## config.mk

```make
export PLATFORM = sky130hd
export DESIGN_NAME = comp_fetch_ctrl
export DESIGN_NICKNAME = d
export VERILOG_FILES = /design/src/rtl/comp_pkg.sv /design/src/rtl/comp_fill_fifo.sv /design/src/rtl/comp_fetch_ctrl.sv
export SDC_FILE = /design/constraint.sdc
export NUM_CORES = 1
export LEC_CHECK = 0
export CAP_MARGIN = 15
export CORE_MARGIN = 8
export CORE_UTILIZATION = 45
export CTS_BUF_LIST = sky130_fd_sc_hd__clkbuf_8
export DETAILED_ROUTE_END_ITERATION = 10
export PLACE_DENSITY = 0.85
export SYNTH_ARGS = -nofsm -noshare
export SYNTH_HDL_FRONTEND = slang
export SYNTH_SLANG_ARGS = --single-unit
```

## constraint.sdc

```tcl
create_clock -name clk -period 10.83 [get_ports clk]
set_clock_uncertainty 0.15 [all_clocks]
set_input_delay 1.6245 -clock clk [delete_from_list [all_inputs] [get_ports clk]]
set_output_delay 1.6245 -clock clk [all_outputs]
set_load 0.01 [all_outputs]
```

## src/rtl/comp_pkg.sv

```systemverilog
// comp_pkg: shared field widths, instruction field slicing, FSM states and packed-index helpers
package comp_pkg;
  localparam int F1_W = 7;
  localparam int F2_W = 15;
  localparam int F3_W = 10;
  typedef enum logic [2:0] {
    S_IDLE,
    S_COMP_REQ,
    S_COMP_WAIT,
    S_DECOMP,
    S_IC_REQ,
    S_IC_WAIT,
    S_RESP
  } state_e;
  function automatic logic [F1_W-1:0] f1_of(input logic [31:0] inst);
    return inst[6:0];
  endfunction
  function automatic logic [F2_W-1:0] f2_of(input logic [31:0] inst);
    return {inst[24:15], inst[11:7]};
  endfunction
  function automatic logic [F3_W-1:0] f3_of(input logic [31:0] inst);
    return {inst[31:25], inst[14:12]};
  endfunction
  function automatic logic [31:0] reassemble(input logic [F1_W-1:0] f1, input logic [F2_W-1:0] f2,
                                             input logic [F3_W-1:0] f3);
    return {f3[9:3], f2[14:5], f3[2:0], f2[4:0], f1};
  endfunction
  function automatic logic [31:0] idx_pack(input int f2w, input int f3w, input logic [31:0] f1,
                                           input logic [31:0] f2, input logic [31:0] f3);
    return (f1 << (f2w + f3w)) | (f2 << f3w) | f3;
  endfunction
endpackage

```

## src/rtl/comp_fill_fifo.sv

```systemverilog
// comp_fill_fifo: fill FIFO with registered full/empty flags and a newest-entry address tap
module comp_fill_fifo #(
  parameter int W = 48,
  parameter int D = 4
) (
  input  logic         clk,
  input  logic         reset,
  input  logic         i_push,
  input  logic [W-1:0] i_data,
  input  logic         i_pop,
  output logic [W-1:0] o_data,
  output logic         o_full,
  output logic         o_empty,
  output logic [31:0]  o_newest_addr
);
  localparam int PW = $clog2(D);
  localparam int CW = PW + 1;
  logic [W-1:0]  r_mem [D];
  logic [PW-1:0] r_wp, r_rp;
  logic [CW-1:0] r_cnt, w_cnt_n;
  logic          r_full, r_empty;
  assign w_cnt_n       = r_cnt + CW'(i_push) - CW'(i_pop);
  assign o_data        = r_mem[r_rp];
  assign o_full        = r_full;
  assign o_empty       = r_empty;
  assign o_newest_addr = r_mem[r_wp - PW'(1)][W-1 -: 32];
  // pointers, occupancy and the registered full/empty flags
  always_ff @(posedge clk) begin
    if (reset) begin
      r_wp    <= '0;
      r_rp    <= '0;
      r_cnt   <= '0;
      r_full  <= 1'b0;
      r_empty <= 1'b1;
    end else begin
      r_wp    <= r_wp + PW'(i_push);
      r_rp    <= r_rp + PW'(i_pop);
      r_cnt   <= w_cnt_n;
      r_full  <= w_cnt_n == CW'(D);
      r_empty <= w_cnt_n == '0;
    end
  end
  // storage needs no reset; outputs are masked by empty at the top
  always_ff @(posedge clk) begin
    if (i_push) r_mem[r_wp] <= i_data;
  end
endmodule

```

## src/rtl/comp_fetch_ctrl.sv

```systemverilog
// comp_fetch_ctrl: fetch controller serving from the compressed cache or the icache; COMP_FETCH_STATS_EN adds stat counters
module comp_fetch_ctrl
  import comp_pkg::*;
#(
  parameter int F1_IDX_W   = 3,
  parameter int F2_IDX_W   = 8,
  parameter int F3_IDX_W   = 5,
  parameter int FILL_DEPTH = 4,
  localparam int IDX_W     = F1_IDX_W + F2_IDX_W + F3_IDX_W
) (
  input  logic             clk,
  input  logic             reset,
  input  logic             proc_valid,
  input  logic [31:0]      proc_addr,
  output logic             proc_ready,
  output logic [31:0]      proc_rdata,
  output logic             comp_req_valid,
  output logic [31:0]      comp_req_addr,
  input  logic             comp_resp_valid,
  input  logic             comp_resp_hit,
  input  logic [IDX_W-1:0] comp_resp_idx,
  output logic             ic_req_valid,
  output logic [31:0]      ic_req_addr,
  input  logic             ic_resp_valid,
  input  logic [31:0]      ic_resp_rdata,
  output logic [IDX_W-1:0] dict_key,
  input  logic [31:0]      dict_val,
  output logic [31:0]      dict_probe,
  input  logic [2:0]       dict_probe_hit,
  input  logic [IDX_W-1:0] dict_probe_idx,
  output logic             fill_valid,
  input  logic             fill_ready,
  output logic [31:0]      fill_addr,
  output logic [IDX_W-1:0] fill_idx
`ifdef COMP_FETCH_STATS_EN
  ,
  output logic [31:0]      stat_comp_hits,
  output logic [31:0]      stat_ic_fetches,
  output logic [31:0]      stat_fill_drops
`endif
);
  state_e             r_state, w_next;
  logic [31:0]        r_addr, r_rsp, w_newest;
  logic [IDX_W-1:0]   r_idx;
  logic [31+IDX_W:0]  w_head;
  logic               w_empty, w_full, w_pop, w_req, w_push, w_ic_done, w_hit;
  assign w_hit     = r_state == S_COMP_WAIT && comp_resp_valid && comp_resp_hit;
  assign w_ic_done = r_state == S_IC_WAIT && ic_resp_valid;
  assign w_req     = w_ic_done && &dict_probe_hit && !(!w_empty && w_newest == r_addr);
  assign w_pop     = !w_empty && fill_ready;
  assign w_push    = w_req && (!w_full || w_pop);
  comp_fill_fifo #(.W(32 + IDX_W), .D(FILL_DEPTH)) u_fifo (
    .clk          (clk),
    .reset        (reset),
    .i_push       (w_push),
    .i_data       ({r_addr, dict_probe_idx}),
    .i_pop        (w_pop),
    .o_data       (w_head),
    .o_full       (w_full),
    .o_empty      (w_empty),
    .o_newest_addr(w_newest)
  );
  // state register
  always_ff @(posedge clk) begin
    if (reset) r_state <= S_IDLE;
    else r_state <= w_next;
  end
  // next-state logic
  always_comb begin
    w_next = r_state;
    case (r_state)
      S_IDLE:      w_next = proc_valid ? S_COMP_REQ : S_IDLE;
      S_COMP_REQ:  w_next = S_COMP_WAIT;
      S_COMP_WAIT: w_next = !comp_resp_valid ? S_COMP_WAIT : comp_resp_hit ? S_DECOMP : S_IC_REQ;
      S_DECOMP:    w_next = S_RESP;
      S_IC_REQ:    w_next = S_IC_WAIT;
      S_IC_WAIT:   w_next = ic_resp_valid ? S_RESP : S_IC_WAIT;
      default:     w_next = S_IDLE;
    endcase
  end
  // outputs decoded from state; data outputs stay zero outside their state
  always_comb begin
    proc_ready     = r_state == S_RESP;
    proc_rdata     = r_state == S_RESP ? r_rsp : '0;
    comp_req_valid = r_state == S_COMP_REQ;
    comp_req_addr  = r_state == S_COMP_REQ ? r_addr : '0;
    ic_req_valid   = r_state == S_IC_REQ;
    ic_req_addr    = r_state == S_IC_REQ ? r_addr : '0;
    dict_key       = r_state == S_DECOMP ? r_idx : '0;
    dict_probe     = r_state == S_IC_WAIT ? ic_resp_rdata : '0;
    fill_valid     = !w_empty;
    fill_addr      = w_empty ? '0 : w_head[31+IDX_W -: 32];
    fill_idx       = w_empty ? '0 : w_head[IDX_W-1:0];
  end
  // transaction address, hit index and response register
  always_ff @(posedge clk) begin
    if (reset) begin
      r_addr <= '0;
      r_idx  <= '0;
      r_rsp  <= '0;
    end else begin
      if (r_state == S_IDLE && proc_valid) r_addr <= proc_addr;
      if (w_hit) r_idx <= comp_resp_idx;
      if (r_state == S_DECOMP) r_rsp <= dict_val;
      if (w_ic_done) r_rsp <= ic_resp_rdata;
    end
  end
`ifdef COMP_FETCH_STATS_EN
  logic w_drop;
  assign w_drop = w_req && w_full && !w_pop;
  // saturating event counters
  always_ff @(posedge clk) begin
    if (reset) begin
      stat_comp_hits  <= '0;
      stat_ic_fetches <= '0;
      stat_fill_drops <= '0;
    end else begin
      if (w_hit && ~&stat_comp_hits) stat_comp_hits <= stat_comp_hits + 32'd1;
      if (w_ic_done && ~&stat_ic_fetches) stat_ic_fetches <= stat_ic_fetches + 32'd1;
      if (w_drop && ~&stat_fill_drops) stat_fill_drops <= stat_fill_drops + 32'd1;
    end
  end
`endif
endmodule

```

==> flow_summary_export.csv, run 1 <==
group,metric,value,unit
run_status,outcome,"finished clean",
clock_network,postCtsHoldBufs,0,
route,wl,38.9,mm
setup_path,path_buf_inv,3,
synth,muxShareOfSynthArea,14.0,%
finish,layout_common_cells,"clkdlybuf4s50_1 (332), edfxtp_1 (192), and2_1 (179)",
clock_network,postCtsSetupBuffers,0,
clock_network,cts-resized-gates,0,
route,drt_iter0_drc,748,
clock_network,clock_latency,0.57,ns
setup_path,crit_arrival,6.17,ns
timing,grt_setup_unrepaired,"false",
setup_path,cpPeakStageDelay,1.06,ns
placement,place.gp.congestion,0.847,
global_route,antenna_found_initial,1,
pwr,power.leakage,6.03,nW
route,via_per_inst,5.49,
synth,netlist_area,13200,um2
clock_network,cts_root_buf,"clkbuf_8",
setup_path,r2r_setup_slack,5.01,ns
global_route,grt_pass1_wl,60.7,mm
route,dr.pass1.iters,5,
synth,synth_nets,1188,
pwr,combPwrFrac,17.6,%
clock_network,cts_tree,"built",
timing,worst_pin_slew,1.09,ns
synth,synth-simple-area-share,16.8,%
setup_path,cpMaxStageDelayCell,"ha_2",
setup_path,worstSetupStartpointType,"register",
setup_path,reg2reg_to,"u_fifo.o_full",
synth,synthAdderAreaFrac,0.912,%
global_route,track_usage,21.8,%
pwr,p_int,1.91,mW
finish,stdcell_area,17800,um2
synth,synth-xor-area-share,2.19,%
clock_network,htreeDepth,2,
timing,final.min_clock_period,5.82,ns
placement,placedCellCount,1698,
clock_network,clk_transition_reported_paths,0.06,ns
setup_path,rr_startpoint,"u_fifo.r_wp[0]",
setup_path,cp_data_required_time,11.18,ns
synth,ys.flop_type,"edfxtp_1",
finish,final_cells,1786,
setup_path,crit_top_cell,"xnor2_1",
hold_path,whs_endpoint,"r_idx[2]",
synth,yosysSeqAreaShare,57.8,%
synth,netlist-cell-type-count,45,
timing,max_freq,172,MHz
finish,n_antenna_cell,0,
hold_path,hold_path.class,"register to register",
clock_network,clkSinkCount,284,
die,die_area,35000,um2
die,ios,334,
clock_network,cts_made_buffers,46,
die,core,28800,um2
route,wire_per_inst,21.8,um
setup_path,rr_worst_depth,16,
timing,fin_tns_setup,0,ns
synth,synth_compound_area_share,5.51,%
finish,layout-drive-gt1-share,11.6,%
job,drv_cap,0,
hold_path,hp-start,"r_idx[2]",
die,dieWidth,187,um
placement,port_buffers,333,
pwr,ir_drop,0.0000808,V
synth,yosys_warnings,0,
clock_network,cts.path.max_buffers,3,
timing,timing.slew.headroom,26.7,%
setup_path,path_class,"register to register",
finish,final_common_cell,"clkdlybuf4s50_1",
timing,min_period_over_period,53.8,%
pwr,pwr-share-clk,34.8,%
placement,hpwl,28.0,mm
synth,synth_top_family_by_area,"simple AND/OR/NAND/NOR gates",
route,antenna_left,0,
synth,syn_inst,1041,
setup_path,crit_fanout,41,
global_route,grt_max_degree,66,
synth,synthArstFlopShare,0,%
pwr,switching_power,0.679,mW
setup_path,path_delay_family,"adder cells",
setup_path,path_cells,"buf_4 -> inv_1 -> ha_2 -> mux4_2 -> xnor2_1 -> nand4_1 -> or4_1 -> o41ai_1 -> ha_1 -> inv_1 -> ha_1 -> fa_1 -> xnor2_1 -> xnor2_1 -> nand2_1 -> nor3_1",
global_route,grt.overflow.total,0,
synth,synth_seq_cells,284,
hold_path,hold_depth,2,
placement,dpl_cell_area,16900,um2
pwr,seq_power_share,47.7,%
setup_path,critPathCaptureType,"register",
die,start_util,45.8,%
synth,avgSynthCellArea,12.6,um2
timing,finalHoldViolCount,0,
route,drc,0,
finish,nNetsFinal,1511,
die,die_y,187,um
die,rows,62,
timing,slew_violations,0,
route,via_count,9805,
pwr,p_per_area,146,nW/um2
pwr,power,2.59,mW
synth,synth_edf_count,192,
timing,setup_violations,0,
finish,area.growth.synth_to_final,35.2,%
global_route,grt_pass1_vias,10500,
pwr,swShare,26.2,%
[flip-flops by register name, summed over array words and instances, names as in the netlist]
name	cells
u_fifo.r_wp	2
r_idx	16
r_addr	32
r_state	3
u_fifo.r_cnt	3
u_fifo.r_rp	2
r_rsp	32
u_fifo.o_empty	1
u_fifo.r_mem	192
u_fifo.o_full	1
[worst max path at each step]
stage / startpoint / to / slack [ns] / depth (start not counted)
CTS: u_fifo.r_wp[0] / u_fifo.o_full / 5.01 / 16
global route: u_fifo.r_wp[0] / u_fifo.o_full / 4.59 / 16
detailed placement: u_fifo.r_wp[0] / u_fifo.o_full / 5.01 / 16
floorplan: u_fifo.r_wp[0] / u_fifo.r_mem[0][0] / 5.33 / 11
finish: u_fifo.r_wp[0] / u_fifo.o_full / 5.01 / 16
global placement: u_fifo.r_wp[0] / u_fifo.o_full / 5.27 / 16
[worst register-to-register path, delay by kind of cell (launching register included)]
| kind | cells | cell delay, ns |
|---|---|---|
| AO/OA/AOI/OAI | 1 | 0.49 |
| XOR/XNOR | 3 | 0.63 |
| adder cells (fa/ha/maj) | 4 | 1.91 |
| buffers and inverters | 3 | 0.80 |
| flip-flops | 1 | 0.31 |
| multiplexers | 1 | 0.44 |
| AND/OR/NAND/NOR | 4 | 1.04 |
[per-stage QoR]
stage,utilization (%),setup WS (ns),hold WS [ns]
CTS,61.8,5.01,0.300
finish,61.8,5.01,0.299
floorplan,-,5.33,0.282
detailed placement,58.6,5.01,0.292
global route,61.8,4.59,0.319
global placement,58.6,5.27,0.289
[cells in the mapped netlist (all sizes together) (11+ instances only)]
| cell type | n | area, um2 |
|---|---|---|
| nor2 | 33 | 124 |
| inv | 11 | 41.3 |
| mux2i | 11 | 110 |
| nand2 | 163 | 612 |
| a21oi | 58 | 290 |
| and3 | 17 | 106 |
| buf | 13 | 91.3 |
| mux4 | 76 | 1730 |
| a311oi | 25 | 219 |
| dfxtp | 92 | 1840 |
| edfxtp | 192 | 5770 |
| clkbuf | 63 | 236 |
| xnor2 | 28 | 245 |
| and2 | 179 | 1120 |
[power by group through the flow]
stage | combinational [mW] | sequential, mW | clock (mW)
detailed placement | 0.458 | 1.26 | 0
finish | 0.455 | 1.24 | 0.901
CTS | 0.460 | 1.24 | 0.920
global placement | 0.450 | 1.26 | 0
floorplan | 0.241 | 1.22 | 0
global route | 0.492 | 1.24 | 0.973
[cell families after synthesis]
kind of cell / Yosys count
adders and majority gates: 9
muxes: 87
xor gates and xnor gates: 33
buffers and inverters: 87
AOI/OAI and AO/OA: 111
and+or+nand+nor: 430
DFF: 284
[layer usage]
layer | vias up | wire length, um | global-route usage, %
met5 | - | 0 | 0
met4 | 0 | 994 | 6.48
met3 | 69 | 3800 | 7.74
met2 | 513 | 19700 | 38.5
met1 | 4783 | 14400 | 24.5
li1 | 4440 | - | -
[final cells by class]
| class | instances | area, um2 |
|---|---|---|
| Fill cell | 2145 | 11000 |
| Sequential cell | 284 | 7610 |
| Multi-Input combinational cell | 670 | 5290 |
| Timing Repair Buffer | 351 | 3470 |
| Clock buffer | 50 | 688 |
| Tap cell | 384 | 480 |
| Clock inverter | 36 | 215 |
| Inverter | 11 | 41.3 |
Power figures use the tool's default switching activity.
==> run 2, diff against run 1 <==
--- a/config.mk
+++ b/config.mk
@@ -10,7 +10,7 @@
 export CORE_UTILIZATION = 45
 export CTS_BUF_LIST = sky130_fd_sc_hd__clkbuf_8
 export DETAILED_ROUTE_END_ITERATION = 10
-export PLACE_DENSITY = 0.85
+export PLACE_DENSITY = 0.88
 export SYNTH_ARGS = -nofsm -noshare
 export SYNTH_HDL_FRONTEND = slang
 export SYNTH_SLANG_ARGS = --single-unit
==> constraint.sdc (replaced) <==
create_clock -name clk -period 5.15 [get_ports clk]
set_clock_uncertainty 0.15 [all_clocks]
set_input_delay 0.7725 -clock clk [delete_from_list [all_inputs] [get_ports clk]]
set_output_delay 0.7725 -clock clk [all_outputs]
set_load 0.01 [all_outputs]
==> run 2 against run 1 <==
Against the previous run:
- critical path depth did not move
- die area is the same
- final area is 0.89% higher
- largest power group unchanged
==> flow_summary_export.csv, run 2 (synthesis gave the netlist of run 1 again) <==
group,metric,value,unit
run_status,outcome,"finished clean",
setup_path,crit_arrival,5.09,ns
die,core,28800,um2
timing,slew_violations,0,
die,die_area,35000,um2
clock_network,cts_tree,"built",
global_route,grt_pass1_vias,10800,
hold_path,hold_depth,2,
die,die_y,187,um
global_route,antenna_found_initial,1,
setup_path,cp_num_cells,16,
global_route,grt.overflow.total,0,
hold_path,hold_path.class,"register to register",
finish,fin_util,62.4,%
route,antenna_left,0,
setup_path,critPathCaptureType,"register",
route,wire_per_inst,21.8,um
timing,setup_violations,0,
die,rows,62,
placement,place.gp.congestion,0.855,
finish,fillCellCount,2063,
placement,hpwl,27.6,mm
clock_network,postCtsHoldBufs,0,
timing,fin_tns_setup,0,ns
setup_path,path_class,"register to register",
setup_path,path_delay_family,"adder cells",
clock_network,cts_root_buf,"clkbuf_8",
route,drc,0,
timing,final.min_clock_period,4.75,ns
timing,timing.slew.headroom,25.4,%
route,wl,39.1,mm
global_route,track_usage,21.9,%
finish,layout-drive-gt1-share,12.3,%
setup_path,cpMaxStageDelayCell,"ha_2",
clock_network,cts_made_buffers,47,
pwr,p_per_area,310,nW/um2
die,dieWidth,187,um
finish,largestRegisters,"u_fifo.r_mem (192), r_addr (32), r_rsp (32)",
setup_path,cp_data_required_time,5.49,ns
timing,max_freq,211,MHz
timing,whs,0.301,ns
finish,registers.top_by_ff_count,"u_fifo.r_mem",
clock_network,clkSinkCount,284,
route,via_count,9836,
job,drv_cap,0,
pwr,power,5.57,mW
setup_path,cpPeakStageDelay,0.59,ns
pwr,power.leakage,6.08,nW
die,start_util,45.8,%
timing,worst_pin_slew,1.11,ns
finish,largest_reg_flops,192,
clock_network,clock_latency,0.57,ns
finish,area.growth.synth_to_final,36.4,%
finish,layout_common_cells,"clkdlybuf4s50_1 (332), edfxtp_1 (192), and2_1 (179)",
finish,nNetsFinal,1520,
timing,grt_setup_unrepaired,"false",
setup_path,crit_fanout,22,
pwr,ir_drop,0.000217,V
finish,final_common_cell,"clkdlybuf4s50_1",
route,dr.pass1.iters,5,
global_route,grt_max_degree,90,
setup_path,worstSetupStartpointType,"register",
die,ios,334,
global_route,grt_pass1_wl,61.0,mm
setup_path,path_cells,"inv_1 -> ha_2 -> buf_12 -> mux2i_1 -> nor3_1 -> a2111o_1 -> or4_1 -> o41ai_2 -> ha_1 -> inv_1 -> ha_1 -> fa_1 -> xnor2_1 -> xnor2_1 -> nand2_1 -> nor3_1",
setup_path,path_buf_inv,3,
route,drt_iter0_drc,764,
clock_network,cts.path.max_buffers,3,
timing,min_period_over_period,92.2,%
clock_network,clk_transition_reported_paths,0.06,ns
route,via_per_inst,5.47,
timing,finalHoldViolCount,0,
placement,port_buffers,333,
clock_network,htreeDepth,2,
setup_path,rr_worst_depth,16,
## run 2: what timing repair did
action	in CTS	in global routing
endpoints found under the setup margin	0	1
gates resized for setup	0	1
hold endpoints to repair	0	0
setup buffers	0	0
## run 2: report_power, final
part | internal, mW | total [mW] | switching [mW]
Combinational | 0.534 | 0.987 | 0.453
Clock | 1.10 | 2.01 | 0.907
Sequential | 2.49 | 2.58 | 0.0882
Total | 4.13 | 5.57 | 1.45
## run 2: worst paths after layout
| check | end | start | slack (ns) |
|---|---|---|---|
| worst max-delay path | u_fifo.o_full | u_fifo.r_wp[1] | 0.40 |
| worst min-delay path | r_idx[12] | r_idx[12] | 0.30 |
| worst max register to register | u_fifo.o_full | u_fifo.r_wp[1] | 0.40 |
| worst min register to register | r_idx[12] | r_idx[12] | 0.30 |
## run 2: tightest hold or removal path: cells and delay by family (launching register included)
| family | cells | cell delay [ns] |
|---|---|---|
| flops | 1 | 0.30 |
| compound gates | 1 | 0.05 |
| simple gates | 1 | 0.05 |
## run 2: layout make-up
class / instances / area (um2) / share of cell area (%)
Clock inverter: 38 / 265 / 1.48
Tap cell: 384 / 480 / 2.68
Inverter: 11 / 41.3 / 0.230
Timing Repair Buffer: 359 / 3570 / 19.9
Multi-Input combinational cell: 670 / 5300 / 29.5
Antenna cell: 1 / 2.50 / 0.0139
Sequential cell: 284 / 7610 / 42.4
Clock buffer: 50 / 688 / 3.83
## run 2: layer usage
| layer | GRT usage (%) | up-vias | part of all wire, % |
|---|---|---|---|
| met4 | 8.06 | 2 | 2.9 |
| met3 | 8.04 | 76 | 9.8 |
| met2 | 38.3 | 500 | 51 |
| li1 | - | 4461 | - |
| met5 | 0 | - | 0.023 |
| met1 | 24.2 | 4797 | 37 |
## run 2: metrics by stage
step                      setup slack [ns]  area [um2]  std cells
after floorplan                     -0.351       13200       1041
after global placement               0.515       17000       1706
after detailed placement             0.267       17000       1706
after CTS                            0.245       17900       1794
after global routing                 0.106       18000       1796
final                                0.400       18000       1797
==> run 3, diff against run 2 <==
--- a/config.mk
+++ b/config.mk
@@ -11,6 +11,7 @@
 export CTS_BUF_LIST = sky130_fd_sc_hd__clkbuf_8
 export DETAILED_ROUTE_END_ITERATION = 10
 export PLACE_DENSITY = 0.88
+export SETUP_SLACK_MARGIN = 0.3
 export SYNTH_ARGS = -nofsm -noshare
 export SYNTH_HDL_FRONTEND = slang
 export SYNTH_SLANG_ARGS = --single-unit
==> run 3 against run 2 <==
Against the previous run:
- worst hold slack lost 0.0019 ns
- critical endpoint unchanged
- worst setup slack better by 0.20 ns
- final cell count unchanged
- clock power hardly changed
- largest cell class unchanged
- global-route usage about the same
- via count increased by 0.65%
- register-to-register slack gained 0.20 ns
- core utilization up 0.087 points
- count of clock-buffer cells in the layout did not move
- die area is the same
- first-iteration DRC count is 14% lower
==> flow_summary_export.csv, run 3 (synthesis gave the netlist of run 1 again) <==
group,metric,value,unit
timing,min_period_over_period,88.4,%
placement,place_ws,0.267,ns
setup_path,rr_startpoint,"u_fifo.r_wp[1]",
global_route,track_usage,22.0,%
global_route,grt_max_degree,90,
global_route,antenna_found_initial,1,
placement,place.gp.congestion,0.855,
finish,area.growth.synth_to_final,36.6,%
finish,stdcell_area,18000,um2
placement,hpwl,27.6,mm
route,via_per_inst,5.51,
placement,dpl_cell_area,17000,um2
die,die_area,35000,um2
finish,largestRegisters,"u_fifo.r_mem (192), r_addr (32), r_rsp (32)",
hold_path,hold_path.class,"register to register",
setup_path,cp_data_required_time,5.49,ns
setup_path,path_class,"register to register",
clock_network,cts_root_buf,"clkbuf_8",
clock_network,postCtsHoldBufs,0,
placement,port_buffers,333,
pwr,power.leakage,6.08,nW
route,drc,0,
clock_network,htreeDepth,2,
timing,setup_violations,0,
finish,fillCellCount,2054,
clock_network,clk_transition_reported_paths,0.06,ns
die,ios,334,
die,start_util,45.8,%
finish,largest_reg_flops,192,
finish,nNetsFinal,1520,
finish,layout-drive-gt1-share,12.3,%
timing,worst_pin_slew,1.09,ns
clock_network,postCtsSetupBuffers,0,
route,via_count,9900,
die,rows,62,
route,antenna_left,0,
pwr,power,5.58,mW
clock_network,cts_tree,"built",
timing,whs,0.299,ns
route,top_layer_used,"met5",
die,die_y,187,um
route,drt-met1-wl,14.4,mm
finish,final_common_cell,"clkdlybuf4s50_1",
timing,finalWorstSetupSlack,0.600,ns
clock_network,cts.path.max_buffers,3,
setup_path,worstSetupStartpointType,"register",
placement,placedCellCount,1706,
die,dieWidth,187,um
clock_network,clock_latency,0.57,ns
route,wl_met3,3.81,mm
finish,seq_area,7610,um2
pwr,p_per_area,310,nW/um2
setup_path,crit_fanout,22,
route,wl_met2,19.8,mm
setup_path,startpoint,"u_fifo.r_wp[1]",
hold_path,hp-start,"r_idx[12]",
route,wl,39.2,mm
run_status,outcome,"finished clean",
global_route,grt_pass1_vias,10800,
timing,grt_setup_unrepaired,"false",
timing,final.min_clock_period,4.55,ns
pwr,ir_drop,0.000217,V
finish,multi_input_area,5320,um2
finish,registers.top_by_ff_count,"u_fifo.r_mem",
setup_path,critPathCaptureType,"register",
finish,layout_common_cells,"clkdlybuf4s50_1 (332), edfxtp_1 (192), and2_1 (179)",
finish,final_cells,1797,
clock_network,cts_made_buffers,47,
die,core,28800,um2
global_route,grt_pass1_wl,61.0,mm
timing,slew_violations,0,
timing,finalHoldViolCount,0,
route,wire_per_inst,21.8,um
clock_network,clkSinkCount,284,
route,drt_iter0_drc,656,
timing,max_freq,220,MHz
global_route,grt.overflow.total,0,
job,drv_cap,0,
setup_path,crit_arrival,4.89,ns
timing,timing.slew.headroom,26.8,%
route,dr.pass1.iters,5,
[run 3: changes by cell type in the layout (fill, tap and decap cells not counted)]
cell     previous run  this run
ha_2                1         0
o41ai_2             1         0
ha_4                0         1
o41ai_4             0         1
buf_4              23        22
buf_6               1         2
[run 3: final timing paths]
kind | endpoint | slack, ns | cells after the start
worst max-delay path | u_fifo.o_full | 0.60 | 16
worst min-delay path | r_idx[12] | 0.30 | 2
worst max register to register | u_fifo.o_full | 0.60 | 16
worst min register to register | r_idx[12] | 0.30 | 2
[run 3: timing repair]
item / 4_1_cts / 5_1_grt
resized for setup: 1 / 3
endpoints found under the hold margin: 0 / 0
gates cloned: 0 / 0
setup endpoints to repair: 2 / 3
[run 3: metrics by stage]
stage | util, % | TNS, ns
2_1_floorplan | - | -67.42
6_report | 62.5 | 0
5_1_grt | 62.5 | 0
3_3_place_gp | 59.0 | 0
4_1_cts | 62.3 | 0
3_5_place_dp | 59.0 | 0
[run 3: layer usage]
layer  track usage [%]  vias up
li1                  -     4465
met2              38.3      519
met1              24.2     4831
met3              8.04       83
met5                 0        -
met4              8.06        2
[run 3: where the power goes]
group | switching (mW) | leakage, nW | internal (mW)
Combinational | 0.452 | 3.02 | 0.534
Sequential | 0.0886 | 2.52 | 2.49
Clock | 0.908 | 0.546 | 1.10
[run 3: area by class of cell]
cell class	count	share of cell area (%)
clock buffers	50	3.83
clock inverters	38	1.48
flip-flops and latches	284	42.3
multi-input cells	670	29.6
inverters	11	0.230
diodes	1	0.0139
well taps	384	2.67
repair buffers	359	19.9
[run 3: critical path: stages, from the launching register on]
cell,delay [ns]
dfxtp_1,0.42
inv_1,0.12
ha_4,0.42
buf_12,0.22
mux2i_1,0.24
nor3_1,0.06
a2111o_1,0.41
or4_1,0.59
o41ai_4,0.40
ha_1,0.19
inv_1,0.04
ha_1,0.18
fa_1,0.41
xnor2_1,0.20
xnor2_1,0.17
nand2_1,0.10
nor3_1,0.13
